--- src/rtl/uart_receiver.sv ---
// rtl/uart_receiver.sv - 8N1 UART receiver with mid-bit sampling and framing-error detection
module uart_receiver #(
    parameter int CLK_FREQ  = 100_000_000,
    parameter int BAUD      = 115200,
    parameter int DATA_BITS = 8
) (
    input  logic                 clk,
    input  logic                 rst,
    input  logic                 rx,
    output logic [DATA_BITS-1:0] data,
    output logic                 valid,
    output logic                 frame_err,
    output logic                 busy
);

    localparam int CLKS_PER_BIT = CLK_FREQ / BAUD;
    localparam int HALF_BIT     = CLKS_PER_BIT / 2;
    localparam int CNT_W        = (CLKS_PER_BIT > 1) ? $clog2(CLKS_PER_BIT) : 1;
    localparam int IDX_W        = (DATA_BITS > 1) ? $clog2(DATA_BITS) : 1;

    localparam logic [CNT_W-1:0] CNT_LAST = CNT_W'(CLKS_PER_BIT - 1);
    localparam logic [CNT_W-1:0] CNT_HALF = CNT_W'(HALF_BIT - 1);
    localparam logic [IDX_W-1:0] IDX_LAST = IDX_W'(DATA_BITS - 1);

    typedef enum logic [2:0] {
        S_IDLE,
        S_START,
        S_DATA,
        S_STOP,
        S_BREAK
    } state_t;

    state_t                 state_q, state_d;
    logic                   rx_meta_q, rx_s_q;
    logic [CNT_W-1:0]       cnt_q, cnt_d;
    logic [IDX_W-1:0]       idx_q, idx_d;
    logic [DATA_BITS-1:0]   shift_q, shift_d;
    logic [DATA_BITS-1:0]   data_q, data_d;
    logic                   valid_q, valid_d;
    logic                   frame_err_q, frame_err_d;

    // Synchroniser flops reset high so a released reset does not look like a start edge
    // unless the line really is low.
    always_ff @(posedge clk or posedge rst) begin
        if (rst) begin
            state_q     <= S_IDLE;
            rx_meta_q   <= 1'b1;
            rx_s_q      <= 1'b1;
            cnt_q       <= '0;
            idx_q       <= '0;
            shift_q     <= '0;
            data_q      <= '0;
            valid_q     <= 1'b0;
            frame_err_q <= 1'b0;
        end else begin
            state_q     <= state_d;
            rx_meta_q   <= rx;
            rx_s_q      <= rx_meta_q;
            cnt_q       <= cnt_d;
            idx_q       <= idx_d;
            shift_q     <= shift_d;
            data_q      <= data_d;
            valid_q     <= valid_d;
            frame_err_q <= frame_err_d;
        end
    end

    always_comb begin
        state_d = state_q;
        cnt_d   = cnt_q + CNT_W'(1);
        idx_d   = idx_q;
        shift_d = shift_q;
        case (state_q)
            S_IDLE: begin
                cnt_d = '0;
                if (!rx_s_q) state_d = S_START;
            end
            S_START: begin
                if (cnt_q == CNT_HALF) begin
                    cnt_d   = '0;
                    idx_d   = '0;
                    state_d = rx_s_q ? S_IDLE : S_DATA;
                end
            end
            S_DATA: begin
                if (cnt_q == CNT_LAST) begin
                    cnt_d          = '0;
                    shift_d[idx_q] = rx_s_q;
                    idx_d          = idx_q + IDX_W'(1);
                    if (idx_q == IDX_LAST) state_d = S_STOP;
                end
            end
            S_STOP: begin
                if (cnt_q == CNT_LAST) begin
                    cnt_d   = '0;
                    state_d = rx_s_q ? S_IDLE : S_BREAK;
                end
            end
            S_BREAK: begin
                cnt_d = '0;
                if (rx_s_q) state_d = S_IDLE;
            end
            default: state_d = S_IDLE;
        endcase
    end

    // Pulses are raised only on the stop-bit sample, so they can never repeat back to back.
    always_comb begin
        data_d      = data_q;
        valid_d     = 1'b0;
        frame_err_d = 1'b0;
        busy        = (state_q != S_IDLE);
        if (state_q == S_STOP && cnt_q == CNT_LAST) begin
            if (rx_s_q) begin
                data_d  = shift_q;
                valid_d = 1'b1;
            end else begin
                frame_err_d = 1'b1;
            end
        end
    end

    assign data      = data_q;
    assign valid     = valid_q;
    assign frame_err = frame_err_q;

endmodule

--- config.mk ---
export PLATFORM = sky130hd
export DESIGN_NAME = uart_receiver
export DESIGN_NICKNAME = d
export VERILOG_FILES = /design/src/rtl/uart_receiver.sv
export SDC_FILE = /design/constraint.sdc
export NUM_CORES = 1
export LEC_CHECK = 0
export CAP_MARGIN = 20
export CORE_MARGIN = 2
export CORE_UTILIZATION = 41
export DETAILED_ROUTE_END_ITERATION = 10
export GPL_TIMING_DRIVEN = 0
export SLEW_MARGIN = 20
export SYNTH_ARGS = -nofsm -noshare
export SYNTH_HDL_FRONTEND = slang
export SYNTH_SLANG_ARGS = --single-unit
--- constraint.sdc ---
create_clock -name clk -period 5.1 [get_ports clk]
set_input_delay 1.02 -clock clk [delete_from_list [all_inputs] [get_ports clk]]
set_output_delay 1.02 -clock clk [all_outputs]
set_load 0.005 [all_outputs]
==> impl_metrics.ini, run 1 <==
[run_status]
status = finished, final reports clean

[sta]
fin_setup_tns_ns = 0
slew_headroom_pct = 51.1
period_needed_ns = 2.77
tightest_slew_ns = 0.732
max_freq_mhz = 360
fin_crit_sh_pct = 54.4
hold_violations = 0
rsz0062_at_grt = no
fin_skew_ns = 0.00481
slew_viol_final = 0
finalSetupViolCount = 0

[clock_network]
cts_tree = done
path_clk_slew_ns = 0.08
clk_latency_ns = 0.29
cts-htree-levels = 2
cts_max_path_buffers = 2
root_buffer = clkbuf_8
cts_hold_buf = 0
cts_sinks = 36
numCtsBuffers = 5
ctsResizeCount = 0
postCtsSetupRepairBufs = 0

[yosys]
yosys_warnings = 0
yosysMostFrequentCell = dfrtp_1
yosys-top-cells-count = dfrtp_1, nor2_1, nand2_1, mux2_4, nand3_1
synth_top_family_by_area = simple AND/OR/NAND/NOR gates
synth-xor-area-share_pct = 3.91
synthSimpleGateAreaFrac_pct = 23.2
synth_adder_area_share_pct = 2.79
synthFlopType = dfrtp_1
synth_cell_types = 40
synth.avg_cell_area_um2 = 12.0
synthMuxAreaShare_pct = 13.2
synth-edff-count = 0
yosysTopAreaCell = dfrtp_1
synth.area.top_cells = dfrtp_1, mux2_4, mux2_2, nor2_1, dfstp_2
synth_cells = 150
syn_area_mm2 = 0.00179
synth_compound_area_share_pct = 3.91
yosysSeqAreaShare_pct = 50.3
async_flop_share_pct = 100
synth_top_area_share_pct = 47.4
synth-seq-cells = 36
synthesis.nets = 157

[worst_setup_path]
crit_required_ns = 4.08
criticalPathCategory = reg2out
arrival_ns = 1.75
r2r_end = data[7]
startpoint = state_q[1]
end_kind = output pin
worstPathMaxFanout = 10
cp-start-kind = flip-flop
reg2reg_from = cnt_q[0]
rrSetupSlack_ns = 3.01
rr_worst_depth = 6

[floorplan]
die_width_um = 70.2
core_mm2 = 0.00429
io_pins = 14
die_h_um = 70.2
die_area_mm2 = 0.00492
start_util_pct = 41.8
num_rows = 24

[route]
top_layer = met4
dr.pass1.iters = 4
wl_met3_um = 99
wl_met1_um = 1340
routed_wl_um = 3110
drcViolationCount = 0
wl_met2_um = 1640
wire_per_inst_um = 13.9
drt_iter0_drc = 28
ant_nets = 0
vias = 1192
via_per_inst = 5.35

[hold_path]
min_to = rx_s_q
holdPathStages = 0
hp-start = rx_meta_q
worst_hold_path_type = reg2reg

[power]
power_uw = 544
p_leak_nw = 0.969
vdd_drop_max_uv = 117
p_per_area_mw_per_mm2 = 259

[global_routing]
grt_pass1_wl_um = 5670
grt_pass1_vias = 1217
grt_antenna_before_repair = 0
grtUsageTotal_pct = 14.4
grt.overflow.total = 0
grt_max_degree = 37

[finish]
area_delta_synth_final_pct = 17.1
antenna_cells = 0
fin_cells = 223
drive_above_1_share_pct = 20.5
nets = 177
final_core_util_pct = 48.9

[place]
gp_congestion = 0.815
numPlacedInstances = 215
port_buffers = 13
hpwl_um = 2090

[job]
cap_viol_max_count = 0
-- power by group --
group	internal, mW	switching (mW)	leakage [nW]
Clock	0.145	0.104	0.0541
Combinational	0.00163	0.00653	0.433
Sequential	0.287	0.000533	0.481
Total	0.433	0.111	0.969
-- stage by stage --
step	instance area, um^2	worst slack, ns	hold WS, ns
2_1_floorplan	1790	3.15	0.345
3_3_place_gp	1990	2.49	0.348
3_5_place_dp	1990	2.64	0.350
4_1_cts	2100	2.32	0.361
5_1_grt	2100	2.25	0.367
6_report	2100	2.33	0.359
-- registers in the layout, summed over array words and instances (netlist names) --
signal	flops
rx_s_q	1
cnt_q	10
shift_q	8
state_q	3
idx_q	3
data	8
frame_err	1
rx_meta_q	1
valid	1
-- worst max-delay path: stages (launching register included) --
cell and delay [ns]:
dfrtp_1 0.41, clkbuf_1 0.23, or3_1 0.38, clkdlybuf4s50_1 0.45
-- kinds of logic (layout without fill, tap and decap cells) --
| group | count (synthesis) | in the layout |
|---|---|---|
| compound gates | 9 | 9 |
| xor+xnor | 8 | 8 |
| fa+ha+maj | 4 | 4 |
| buf+inv | 9 | 30 |
| flops | 36 | 36 |
| mux | 18 | 18 |
| simple gates | 66 | 66 |
-- layout make-up --
class | count | area (um^2)
buffer | 7 | 41.3
clock buffer | 5 | 68.8
clock inverter | 3 | 42.5
fill | 406 | 2190
inverter | 2 | 7.51
multi-input combinational | 105 | 842
sequential | 36 | 903
tap | 52 | 65.1
timing repair buffer | 13 | 130
-- cells in the final DEF (no fill, tap or decap), types with 5 or more instances in the layout --
cell / netlist / layout
mux2_2: 6 / 6
clkdlybuf4s50_1: 0 / 13
nand2_1: 10 / 10
nand3_1: 9 / 9
mux2_4: 9 / 9
clkbuf_1: 5 / 5
dfrtp_1: 34 / 34
clkbuf_8: 0 / 5
nor2_1: 17 / 17
-- how the worst max path moves through the flow --
stage / endpoint / slack (ns) / cells after the start
after floorplan: busy / 3.15 / 2
after global placement: cnt_q[0] / 2.49 / 2
after detailed placement: busy / 2.64 / 3
after CTS: busy / 2.32 / 3
after global routing: busy / 2.25 / 3
final: busy / 2.33 / 3
-- per-layer routing --
layer / track usage, % / up-vias
met4: 4.49 / 0
met1: 18.2 / 599
met5: 0 / -
met3: 4.33 / 5
li1: - / 572
met2: 23.9 / 16
Power figures use the tool's default switching activity.
==> inputs of run 2 (changes only) <==
clock period = 2.5 ns   (was 5.1 ns; I/O delays follow)
==> results of run 2 <==
Same layout as run 1 (identical final DEF). Status: finished, final reports clean.
Main changes from that run: setup slack after placement 2.64 ns -> 0.410 ns; setup slack after layout 2.33 ns -> 0.245 ns; register-to-register setup slack 3.01 ns -> 0.41 ns; total power 0.544 mW -> 1.11 mW; worst IR drop on VDD 117 uV -> 239 uV
